File: config.mk
export PLATFORM = sky130hd
export DESIGN_NAME = switch_encoder_16x4
export DESIGN_NICKNAME = d
export VERILOG_FILES = /design/src/rtl/switch_encoder_16x4.sv
export SDC_FILE = /design/constraint.sdc
export NUM_CORES = 1
export LEC_CHECK = 0
export CAP_MARGIN = 5
export CORE_MARGIN = 2
export CORE_UTILIZATION = 51
export CTS_CLUSTER_DIAMETER = 30
export DETAILED_ROUTE_END_ITERATION = 6
export HOLD_SLACK_MARGIN = 0.1
export PLACE_DENSITY = 0.77
export SETUP_SLACK_MARGIN = 0.5
export SLEW_MARGIN = 20
export SYNTH_ARGS = -nofsm -noshare
export SYNTH_HDL_FRONTEND = slang
export SYNTH_SLANG_ARGS = --single-unit
File: constraint.sdc
create_clock -name clk -period 1.9 [get_ports clk]
set_input_delay 0.38 -clock clk [delete_from_list [all_inputs] [get_ports clk]]
set_output_delay 0.38 -clock clk [all_outputs]
set_load 0.02 [all_outputs]
File: src/rtl/switch_encoder_16x4.sv
// Switch-bank priority encoder: synchronizes and debounces 16 slide switches, then
// registers the index of the highest accepted switch plus valid/multi-hot/change flags.
module switch_encoder_16x4 #(
    parameter int DEBOUNCE_CYCLES = 250000
) (
    input  logic        clk,
    input  logic        rst_n,
    input  logic [15:0] sw_in,
    input  logic        enable,
    output logic [3:0]  code,
    output logic        valid,
    output logic        multi_hot,
    output logic        change,
    output logic [15:0] onehot_echo
);

    localparam int CNT_W = (DEBOUNCE_CYCLES > 1) ? $clog2(DEBOUNCE_CYCLES) : 1;
    localparam logic [CNT_W-1:0] CNT_MAX = CNT_W'(DEBOUNCE_CYCLES - 1);

    logic [15:0]      r_sw_s1;
    logic [15:0]      r_sw_s2;
    logic             r_en_s1;
    logic             r_en_s2;
    logic [15:0]      r_cand;
    logic [15:0]      r_stable;
    logic [CNT_W-1:0] r_cnt;

    logic [3:0]       r_code;
    logic             r_valid;
    logic             r_multi;
    logic             r_change;
    logic [15:0]      r_echo;

    logic [3:0]       w_code;
    logic             w_valid;
    logic             w_multi;
    logic [15:0]      w_echo;

    always_ff @(posedge clk or negedge rst_n) begin
        if (!rst_n) begin
            r_sw_s1 <= '0;
            r_sw_s2 <= '0;
            r_en_s1 <= 1'b0;
            r_en_s2 <= 1'b0;
        end else begin
            r_sw_s1 <= sw_in;
            r_sw_s2 <= r_sw_s1;
            r_en_s1 <= enable;
            r_en_s2 <= r_en_s1;
        end
    end

    // The whole vector debounces as one unit: any toggling bit restarts the count.
    always_ff @(posedge clk or negedge rst_n) begin
        if (!rst_n) begin
            r_cand   <= '0;
            r_stable <= '0;
            r_cnt    <= '0;
        end else if (r_sw_s2 != r_cand) begin
            r_cand <= r_sw_s2;
            r_cnt  <= '0;
        end else if (r_cnt == CNT_MAX) begin
            r_stable <= r_cand;
        end else begin
            r_cnt <= r_cnt + CNT_W'(1);
        end
    end

    always_comb begin
        w_code = 4'd0;
        for (int i = 0; i < 16; i++) begin
            if (r_stable[i]) w_code = 4'(i);
        end
        w_valid = r_en_s2 & (|r_stable);
        // Clearing the lowest set bit leaves something only when two or more bits are set.
        w_multi = r_en_s2 & (|(r_stable & (r_stable - 16'd1)));
        if (!r_en_s2) w_code = 4'd0;
        w_echo = w_valid ? (16'd1 << w_code) : 16'd0;
    end

    always_ff @(posedge clk or negedge rst_n) begin
        if (!rst_n) begin
            r_code   <= 4'd0;
            r_valid  <= 1'b0;
            r_multi  <= 1'b0;
            r_change <= 1'b0;
            r_echo   <= '0;
        end else begin
            r_code   <= w_code;
            r_valid  <= w_valid;
            r_multi  <= w_multi;
            r_change <= ({w_valid, w_code} != {r_valid, r_code});
            r_echo   <= w_echo;
        end
    end

    assign code        = r_code;
    assign valid       = r_valid;
    assign multi_hot   = r_multi;
    assign change      = r_change;
    assign onehot_echo = r_echo;

endmodule

# Word level (Yosys, flattened, before mapping)
# Index checks and enable logic that the tools add are counted.
[totals] regBits=107 latch_bits=0 mem_bits_rw=0 romBits=0 inputBits=19 output_inout_bits=23 wordCells=45 mem_count=0
[classes] n_addsub=2 mul=0 div=0 n_lt_le_gt_ge=0 eq_ne=4 shift=1 n_mux=19 n_bitwise=4 reduce_logical=3
[op_table] cell="$mux W4" n=12
[op_table] cell="$mux W18" n=2
[op_table] cell="$reduce_or A16 Y1" n=2
[op_table] cell="$add A18 B1 Y18 const B" n=1
[op_table] cell="$eq A18 B18 Y1 const B" n=1
[op_table] cell="$and A16 B16 Y16" n=1
[op_table] cell="$mux W16" n=1
[op_table] cell="$ne A16 B16 Y1" n=1
[op_table] cell="$shl A1 B4 Y16 const A" n=1
[op_table] cell="$sub A16 B1 Y16 const B" n=1
[op_table] cell="$ne A5 B5 Y1" n=1
[op_table] cell="$mux W2" n=2
[op_table] cell="$mux W3" n=1
[op_table] cell="$and A1 B1 Y1" n=2
[op_table] cell="$ne A2 B2 Y1 const B" n=1
[op_table] cell="$reduce_and A2 Y1" n=1
[op_table] cell="$mux W1" n=1
[op_table] cell="$not A1 Y1" n=1

# Longest topological paths before layout
# Gate-level depths: netlist (run 1).
[depth] depth_word=18 ltp_mapped=7 ltp_nobuf=7

# Worst setup path after synthesis (run 1)
# No wires, ideal clock.
[synth_timing] path_kind="register to register" start="reg r_cand[13]" end="reg r_stable[10]" setup_ns=0.125 arrival_ns=1.758 required_time_ns=1.775 slack_ns=0.017 stages_incl_launch_ff=8 path_buffers=1 period_less_slack_ns=1.883 cell_sequence="dfrtp_1 xor2_1 nor4_1 nand4_2 inv_2 nand2_4 buf_6 mux2_4"
[synth_via] elab_chain_cells=3
[synth_rtl] item="from (decl)" line="24" source="logic [15:0] r_cand;"
[synth_rtl] item="from (signal assigned)" line="60" source="r_cand <= r_sw_s2;"
[synth_rtl] item="$ne A16 B16 Y1" line="59" source="end else if (r_sw_s2 != r_cand) begin"
[synth_rtl] item="$not A1 Y1 (no source line)"
[synth_rtl] item="$reduce_and A2 Y1 (no source line)"
[synth_rtl] item="to (signal assigned)" line="63" source="r_stable <= r_cand;"
[synth_rtl] item="to (decl)" line="25" source="logic [15:0] r_stable;"
# No other way between the ends.
# A chain may end at the register's enable or synchronous reset.

# Final worst setup path (run 1)
[layout_timing] start="reg r_stable[7]" end="reg r_multi (netlist: multi_hot)"
[layout_via] elab_chain_cells=4
[layout_rtl] item="$sub A16 B1 Y16" line="76" source="w_multi = r_en_s2 & (|(r_stable & (r_stable - 16'd1)));"
[layout_rtl] item="$and A16 B16 Y16 *" line="76"
[layout_rtl] item="$reduce_or A16 Y1 *" line="76"
[layout_rtl] item="$and A1 B1 Y1 *" line="76"
[layout_rtl] item="net w_multi" line="36" source="logic w_multi;"
[layout_rtl] item="to (signal assigned)" line="91" source="r_multi <= w_multi;"
[layout_rtl] item="to (decl)" line="30" source="logic r_multi;"
# The timed path passes the listed nets; every way through them passes the cells marked *.

==> results_dict.tcl, run 1 <==
set metrics [dict create \
    max_slew_margin 0.710 \
    path_clk_slew_ps 120 \
    dp_hpwl_mm 4.86 \
    hold_viol 0 \
    wire_per_inst_um 18.0 \
    fin_crit_sh 1.03 \
    track_usage 0.193 \
    worstPathArrival_ps 2200 \
    route.final.wire_length_mm 9.62 \
    synthSimpleGateAreaFrac 0.152 \
    cts_tree "yes" \
    drive_gt1_frac 0.477 \
    gp_congestion 0.911 \
    violations "negative setup slack" \
    worst_slack_ps -49.9 \
    synth_top_family_by_area "simple AND/OR/NAND/NOR gates" \
    ys_dominant_reg_cell "dfrtp_1" \
    mostFrequentLayoutCells "dfrtp_1 (92), buf_4 (43), xor2_1 (23)" \
    antenna_left 0 \
    final_cells 535 \
    vias 2932 \
    synthCells 339 \
    htree_levels 3 \
    yosys.area.top_type_share 0.640 \
    status "finished with violations" \
    cap_viol_max_count 0 \
    period_needed_ps 1950 \
    power.leakage_nw 2.59 \
    internal_power_mw 2.91 \
    syn_nets 359 \
    setup.worst_path.class "flop to flop" \
    drt_first_pass_iters 6 \
    worst_pin_slew_ps 431 \
    row_count 33 \
    drv_slew 0 \
    p_comb_frac 0.037 \
    ir_drop_mv 0.755 \
    cts_buffer_depth 2 \
    avgSynthCellArea_um2 12.3 \
    final_area_um2 5770 \
    synth_warnings 0 \
    fp.dieH_um 94.6 \
    setup_violations 1 \
    synthTopCellsByArea "dfrtp_1 (64%), xor2_1 (5.2%), nor2_1 (4.6%), mux2_4 (3.6%), nor4_1 (1.9%)" \
    p_sw_frac 0.245 \
    grt_max_degree 49 \
    ys_seq_area_frac 0.640 \
    critPathRequiredTime_ps 2150 \
    end_kind "flop" \
    synth-compound-area-share 0.0437 \
    area_delta_synth_final_pct 38.0 \
    fin_hold_ws_ps 346 \
    drt_iter0_drc 163 \
    synth.distinct_cells 49 \
    fmax_mhz 513 \
    diodes 0 \
    drc 0 \
    rsz0062_at_grt "yes" \
    grt_antenna_before_repair 0 \
    crit_fanout 4 \
    dpl-instance-area_um2 4840 \
    synth.ff_latch_count 107 \
    die_w_um 94.6 \
    synthMuxAreaShare 0.0568 \
    synth_edf_count 0 \
    final_common_cell "dfrtp_1" \
    synth-xor-area-share 0.0712 \
    grt_pass1_vias 2729 \
    via_per_inst 5.48 \
    grt_pass1_wl_mm 13.1 \
    clkLatencyLatePin_ps 380 \
    synth_fa_ha_area_frac 0.00538 \
    portBuffers 41 \
    root_buffer "clkbuf_8" \
    synthArstFlopShare 1.00 \
    seqPwrFrac 0.615 \
    powerDensity_nw_per_um2 667 \
    final_util 0.713 \
    dieArea_um2 8940 \
    nets 445 \
    cts.sinks 107 \
    syn_area_um2 4180 \
    initial_core_util 0.517 \
    core_area_um2 8090 \
    synth_top_area_cell "dfrtp_1" \
    io_pins 42 \
    clkPwrFrac 0.348 \
    switchingPower_mw 0.941 \
    cts_made_buffers 9 \
    critPathLaunchType "flop" \
    hp-class "flop to flop" \
    globalRouteOverflowTotal 0 \
    fin_skew_ps 18.1 \
    dp.cells 480 \
]
==> worst paths after layout <==
path                             start              to  slack, ps  depth (start not counted)
setup / recovery           r_stable[7]       multi_hot        -50                          8
hold / removal              r_sw_s1[6]      r_sw_s2[6]        350                          0
setup reg to reg           r_stable[7]       multi_hot        -50                          8
hold reg to reg             r_sw_s1[6]      r_sw_s2[6]        350                          0
max in group asynchronous        rst_n       r_cand[6]        940                          3
min in group asynchronous        rst_n  onehot_echo[4]        420                          2
==> routing by layer <==
metal	up-vias	share of wire	GRT usage
li1	1328	-	-
met3	30	0.044	0.0487
met2	106	0.53	0.321
met4	0	0.032	0.0713
met1	1468	0.40	0.247
met5	-	0	0
==> cell type report <==
type | count | area (µm²)
Fill cell | 543 | 2320
Inverter | 4 | 20.0
Sequential cell | 107 | 2700
Clock buffer | 9 | 124
Multi-Input combinational cell | 204 | 1830
Tap cell | 105 | 131
Timing Repair Buffer | 99 | 901
Clock inverter | 7 | 71.3
==> stage by stage <==
| step | TNS, ps | power [mW] | setup WS [ps] |
|---|---|---|---|
| global placement | 0 | 2.53 | 17.1 |
| detailed placement | 0 | 2.54 | 4.95 |
| CTS | 0 | 3.86 | 103 |
| finish | -49.9 | 3.85 | -49.9 |
| floorplan | 0 | 2.44 | 21.9 |
| global route | -897 | 4.01 | -74.2 |
==> sequential cells by signal (all words and copies together), names as in the netlist, 4 cells and up <==
| name | flops |
|---|---|
| r_cnt | 18 |
| onehot_echo | 16 |
| r_cand | 16 |
| r_stable | 16 |
| r_sw_s1 | 16 |
| r_sw_s2 | 16 |
| code | 4 |
==> power groups by stage <==
stage / combinational [mW] / clock (mW) / sequential (mW)
detailed placement: 0.128 / 0 / 2.41
global route: 0.159 / 1.48 / 2.37
finish: 0.142 / 1.34 / 2.37
global placement: 0.125 / 0 / 2.40
floorplan: 0.0408 / 0 / 2.40
CTS: 0.139 / 1.35 / 2.36
==> cells in the mapped netlist (2+ instances only) <==
library cell / instances
nor2_1: 51
nand3_1: 12
mux2_2: 6
mux2i_1: 2
buf_6: 2
clkbuf_1: 20
nand4_1: 2
nand2_1: 12
o21ai_0: 3
mux2_4: 10
buf_2: 3
xnor2_1: 9
or4_1: 2
o311ai_1: 2
nor4_1: 13
xor2_1: 25
dfrtp_1: 107
nand2b_1: 2
a31oi_1: 2
o22ai_1: 2
and3_1: 4
a21oi_1: 6
nor3_1: 12
inv_1: 2
nor2b_1: 3
nor3b_1: 2
==> logic make-up after synthesis <==
| group | after synthesis |
|---|---|
| compound gates | 24 |
| flops | 107 |
| buf+inv | 29 |
| mux | 18 |
| simple gates | 125 |
| fa+ha+maj | 2 |
| xor+xnor | 34 |
==> critical path: stages (launching register included) <==
cell and delay, ps:
dfrtp_2 460, buf_6 140, buf_4 150, nor4_2 320, a21oi_1 160, nor3_1 230, a21oi_1 100, nor3_1 220
nor2_1 60
==> what timing repair did <==
| action | CTS | global route |
|---|---|---|
| hold buffers | 1 | 0 |
| resized for setup | 120 | 80 |
| hold endpoints to repair | 19 | 0 |
| pin swaps | 20 | 39 |
| endpoints found under the setup margin | 78 | 66 |
| setup buffers | 23 | 11 |
| cloned | 1 | 3 |
Power figures use the tool's default switching activity.
==> run 2, diff against run 1 <==
- ABC_AREA: default -> 1
- CORE_UTILIZATION: 51 -> 56
- DONT_BUFFER_PORTS: default -> 1
- PLACE_DENSITY: 0.77 -> 0.75
==> run 2 against run 1 <==
Effect of this change: the flow finishes with violations (negative hold slack, negative setup slack); clock power rose by 10%; sequential share of layout area rose by 1.6 points; worst setup slack improved by 40 ps; synthesized cell count rose by 23%; worst hold slack got worse by 650 ps; synthesized area rose by 1.2%; design area fell by 3.9%; critical path type unchanged; critical endpoint is now change.
==> results_dict.tcl, run 2 <==
set metrics [dict create \
    final_util 0.761 \
    io_pins 42 \
    synthArstFlopShare 1.00 \
    grt.busiest_layer "met2" \
    wire_per_inst_um 16.5 \
    route.final.wire_length_mm 9.55 \
    ys_seq_area_frac 0.632 \
    critPathRequiredTime_ps 2150 \
    setup_violations 1 \
    p_comb_frac 0.020 \
    vias 3165 \
    avgSynthCellArea_um2 10.1 \
    p_sw_frac 0.220 \
    gp_congestion 0.901 \
    row_count 31 \
    period_needed_ps 1910 \
    syn_area_um2 4230 \
    initial_core_util 0.581 \
    powerDensity_nw_per_um2 706 \
    synth_common_cells "dfrtp_1 (107), nand2_1 (79), inv_1 (42)" \
    fin_skew_ps 13.9 \
    end_kind "flop" \
    critPathLaunchType "flop" \
    yosys.area.top_type_share 0.632 \
    preCtsSetupSlack_ps 44.8 \
    synth_warnings 0 \
    fin_hold_ws_ps -306 \
    path_buf_inv 2 \
    worstPathArrival_ps 2160 \
    power.leakage_nw 2.65 \
    crit_fanout 3 \
    setup.worst_path.class "flop to flop" \
    grt_antenna_before_repair 0 \
    die_w_um 91.0 \
    diodes 0 \
    worst_pin_slew_ps 571 \
    hold_viol 107 \
    cts_buffer_depth 2 \
    use_met3 0.0647 \
    tns_ps -9.53 \
    worst_slack_ps -9.53 \
    regMostFlops "r_cnt" \
    track_usage 0.215 \
    final_common_cell "dfrtp_1" \
    yosys.cell_count.top_type "dfrtp_1" \
    cts_made_buffers 9 \
    synth.distinct_cells 38 \
    dieArea_um2 8270 \
    rrSetupSlack_ps -10 \
    synthTopCellsByArea "dfrtp_1 (63%), nand2_1 (7.0%), inv_1 (3.7%), nand3_1 (3.3%), nor2_1 (3.2%)" \
    cap_viol_max_count 0 \
    drt_iter0_drc 173 \
    synth_top_area_cell "dfrtp_1" \
    synth_edf_count 0 \
    fmax_mhz 524 \
    syn_nets 438 \
    fin_crit_sh 1.01 \
    antenna_left 0 \
    area_delta_synth_final_pct 31.0 \
    seqPwrFrac 0.603 \
    grt_pass1_wl_mm 13.9 \
    htree_levels 3 \
    via_per_inst 5.46 \
    use_met1 0.234 \
    critPathTopFamily "simple AND/OR/NAND/NOR gates" \
    status "finished with violations" \
    max_slew_margin 0.616 \
    synthCells 418 \
    ir_drop_mv 0.621 \
    p_total_mw 3.91 \
    internal_power_mw 3.05 \
    grt_pass1_vias 3047 \
    violations "negative hold slack, negative setup slack" \
    drive_gt1_frac 0.356 \
    switchingPower_mw 0.860 \
    cts_tree "yes" \
    holdBufCountCts 17 \
    r2r_start "r_stable[9]" \
    drv_slew 0 \
    cpPeakStageDelay_ps 440 \
    drt_first_pass_iters 5 \
    path_cells "nor2_2 -> inv_2 -> nor2_4 -> nand3_2 -> nand2_4 -> buf_4 -> xnor2_1 -> nand3b_1 -> nor4_2 -> nand3_1" \
    core_area_um2 7290 \
    grt_max_degree 108 \
    hp-class "input pin to async pin" \
    crit_path_top_delay_cell "dfrtp_1" \
    mostFrequentLayoutCells "dfrtp_1 (105), nand2_1 (53), inv_1 (33), buf_4 (33), nor2_1 (23)" \
    ff2ff_path_depth 10 \
    fp.dieH_um 91.0 \
    drc 0 \
    clkPwrFrac 0.377 \
    root_buffer "clkbuf_8" \
    synth.ff_latch_count 107 \
    portBuffers 0 \
    cts.sinks 107 \
    largest_register_ffs 18 \
    nets 496 \
    r2r-end "change" \
    clkLatencyLatePin_ps 370 \
    path_clk_slew_ps 110 \
    rsz0062_at_grt "yes" \
    dp_hpwl_mm 4.96 \
    globalRouteOverflowTotal 0 \
    fill_cells 456 \
    ys_dominant_reg_cell "dfrtp_1" \
    grt.met2_usage 0.372 \
]
run 2: cell count changes in the layout (fill, tap and decap cells not counted), moves of 10 or more:
cell,previous run,this run
nand2_1,11,53
inv_1,1,33
nand2_2,0,20
xor2_1,23,5
clkdlybuf4s50_1,17,0
dlygate4sd3_1,1,17
inv_2,1,17
buf_2,14,0
dfrtp_1,92,105
dfrtp_2,15,2
nand3_1,7,20
buf_4,43,33
run 2: worst max path at each step:
stage | startpoint | end | slack (ps) | cells after the start
after floorplan | r_cnt[11] | r_cnt[1] | 280 | 6
after global placement | r_cnt[11] | r_cnt[1] | 80 | 6
after detailed placement | r_cand[0] | r_stable[11] | 40 | 9
after CTS | r_cnt[0] | r_cnt[16] | 110 | 12
after global routing | r_cnt[0] | r_cnt[16] | -90 | 12
final | r_stable[9] | change | -10 | 10
run 2: power by group through the flow:
stage	clock network (mW)	registers [mW]	logic (mW)
2_1_floorplan	0	2.40	0.0449
3_3_place_gp	0	2.40	0.0397
3_5_place_dp	0	2.41	0.0402
4_1_cts	1.50	2.36	0.0732
5_1_grt	1.60	2.37	0.0827
6_report	1.48	2.36	0.0768
run 2: kinds of logic (layout without fill, tap and decap cells):
| logic type | after synthesis | count (layout) | synth area share |
|---|---|---|---|
| XOR/XNOR | 17 | 17 | 0.0352 |
| multiplexers | 1 | 1 | 0.00266 |
| AO/OA/AOI/OAI | 37 | 37 | 0.0541 |
| flip-flops | 107 | 107 | 0.632 |
| AND/OR/NAND/NOR | 182 | 182 | 0.205 |
| buffers and inverters | 73 | 136 | 0.0677 |
| adder cells (fa/ha/maj) | 1 | 1 | 0.00295 |
run 2: through the flow:
step,instance area [µm²],std cells
after floorplan,4320,418
after global placement,4380,503
after detailed placement,4380,503
after CTS,5130,564
after global routing,5550,580
final,5550,580
run 2: per-layer routing:
metal  routed length [µm]  up-vias  part of all wire
met5                    0        -                 0
met4                  469        0             0.049
met3                  548       43             0.057
met2                 5020      124              0.53
met1                 3510     1550              0.37
li1                     -     1448                 -
run 2: cell type report:
| class | instances | area, µm² | area share |
|---|---|---|---|
| Tap cell | 99 | 124 | 0.0223 |
| Timing Repair Buffer | 69 | 661 | 0.119 |
| Clock inverter | 6 | 78.8 | 0.0142 |
| Inverter | 51 | 194 | 0.0350 |
| Sequential cell | 107 | 2680 | 0.483 |
| Clock buffer | 10 | 138 | 0.0248 |
| Multi-Input combinational cell | 238 | 1670 | 0.302 |
run 2: timing repair:
item                                   4_1_cts  5_1_grt
resized for setup                           53       68
pin swaps                                   17       23
gates cloned                                 4        1
setup endpoints to repair                   54       55
buffers inserted                            24       15
endpoints found under the hold margin      124      107
==> run 3, diff against run 2 <==
- ABC_AREA: 1 -> default
- clock period: 1.9 -> 1.7 ns (I/O delays scaled with it)
==> run 3 against run 2 <==
Effect of this change: the run still ends with negative hold slack, negative setup slack left; final cell count decreased by 7.2%; clock skew increased by 3.8 ps; sequential cell count unchanged; wire length increased by 13%; via count decreased by 3.9%; utilization increased by 6.8 points.
==> results_dict.tcl, run 3 (synthesis gave the netlist of run 1 again) <==
set metrics [dict create \
    status "finished with violations" \
    violations "negative hold slack, negative setup slack" \
    cts_buffer_depth 2 \
    row_count 31 \
    initial_core_util 0.577 \
    dpl-instance-area_um2 4790 \
    p_total_mw 4.47 \
    cpPeakStageDelay_ps 440 \
    cts.sinks 107 \
    path_cells "xor2_1 -> nor4_2 -> nand4_4 -> clkinv_4 -> nand2_8 -> mux2_4" \
    root_buffer "clkbuf_8" \
    path_clk_slew_ps 110 \
    wire_per_inst_um 20.0 \
    setup_violations 48 \
    via_per_inst 5.66 \
    vias 3043 \
    largest_register_ffs 18 \
    rrSetupSlack_ps -190 \
    critPathLaunchType "flop" \
    crit_fanout 8 \
    mostFrequentLayoutCells "dfrtp_1 (97), buf_4 (71), xor2_1 (22)" \
    fmax_mhz 529 \
    final_common_cell "dfrtp_1" \
    gp_congestion 0.958 \
    critPathRequiredTime_ps 1960 \
    drc 0 \
    period_needed_ps 1890 \
    fin_hold_ws_ps -358 \
    crit_path_top_delay_cell "dfrtp_1" \
    antenna_left 0 \
    worst_pin_slew_ps 385 \
    globalRouteOverflowTotal 0 \
    final_area_um2 6010 \
    drv_slew 0 \
    portBuffers 0 \
    route.final.wire_length_mm 10.7 \
    htree_levels 3 \
    path_buf_inv 1 \
    startpoint "r_cand[5]" \
    end_kind "flop" \
    worstPathArrival_ps 2150 \
    die_w_um 90.4 \
    critPathTopFamily "simple AND/OR/NAND/NOR gates" \
    holdBufCountCts 17 \
    track_usage 0.247 \
    nets 454 \
    ir_drop_mv 0.667 \
    fin_crit_sh 1.11 \
    grt_max_degree 108 \
    powerDensity_nw_per_um2 743 \
    cts_tree "yes" \
    fp.dieH_um 90.4 \
    core_area_um2 7250 \
    grt_pass1_vias 3237 \
    preCtsSetupSlack_ps -228 \
    drt_iter0_drc 194 \
    setup.worst_path.class "flop to flop" \
    max_slew_margin 0.741 \
    cts_made_buffers 9 \
    fill_cells 335 \
    regMostFlops "r_cnt" \
    r2r_start "r_cand[5]" \
    hp-class "input pin to async pin" \
    rsz0062_at_grt "yes" \
    cap_viol_max_count 0 \
    diodes 0 \
    fin_skew_ps 17.6 \
    dieArea_um2 8180 \
    drive_gt1_frac 0.510 \
    hold_viol 107 \
    io_pins 42 \
    ff2ff_path_depth 6 \
    r2r-end "r_stable[14]" \
    grt_pass1_wl_mm 15.8 \
    dp_hpwl_mm 5.27 \
    area_delta_synth_final_pct 43.7 \
    worst_slack_ps -191 \
    power.leakage_nw 2.70 \
    clkLatencyLatePin_ps 380 \
    grt_antenna_before_repair 0 \
    drt_first_pass_iters 4 \
]
==> run 3: cell count changes in the layout (fill, tap and decap cells not counted), moves of 9 or more <==
cell     change
nand2_1     -45
nand3_1     -14
buf_4       +38
nand2_2     -17
inv_1       -32
mux2_4       +9
inv_2       -16
nor2_4      +10
xor2_1      +17
==> run 3: repair_timing <==
| action | 4_1_cts | 5_1_grt |
|---|---|---|
| setup buffers | 17 | 5 |
| endpoints found under the hold margin | 124 | 107 |
| cloned | 3 | 1 |
| pin swaps | 36 | 23 |
| setup endpoints to repair | 61 | 62 |
| resized for setup | 87 | 53 |
==> run 3: layout make-up <==
| class | instances | area, µm² | area share |
|---|---|---|---|
| clock inverters | 6 | 78.8 | 0.0131 |
| inverters | 4 | 20.0 | 0.00333 |
| clock buffers | 10 | 138 | 0.0229 |
| flip-flops and latches | 107 | 2690 | 0.448 |
| well taps | 99 | 124 | 0.0206 |
| multi-input cells | 204 | 1960 | 0.327 |
| repair buffers | 108 | 995 | 0.166 |
==> run 3: stage by stage <==
step	utilization	TNS, ps	cells
2_1_floorplan	-	-1980	339
3_3_place_gp	0.660	-3840	479
3_5_place_dp	0.660	-4400	479
4_1_cts	0.789	-3010	532
5_1_grt	0.829	-8200	538
6_report	0.829	-5050	538
==> run 3: routing by layer <==
layer  global-route usage  wire [µm]
met4                0.112        337
met1                0.302       4420
met5                    0          0
met3               0.0467        465
met2                0.429       5510
==> run 3: worst max path at each step <==
stage | endpoint | slack [ps] | cells after the start
after floorplan | r_stable[10] | -180 | 7
after global placement | r_stable[12] | -210 | 7
after detailed placement | r_stable[8] | -230 | 7
after CTS | r_stable[9] | -130 | 6
after global routing | change | -290 | 6
final | r_stable[14] | -190 | 6
==> run 3: where the power goes <==
| group | leakage, nW | total [mW] | internal (mW) | switching [mW] |
|---|---|---|---|---|
| sequential | 1.36 | 2.64 | 2.60 | 0.0406 |
| combinational | 1.22 | 0.127 | 0.0757 | 0.0516 |
| clock | 0.111 | 1.69 | 0.757 | 0.938 |
| total | 2.70 | 4.47 | 3.44 | 1.03 |
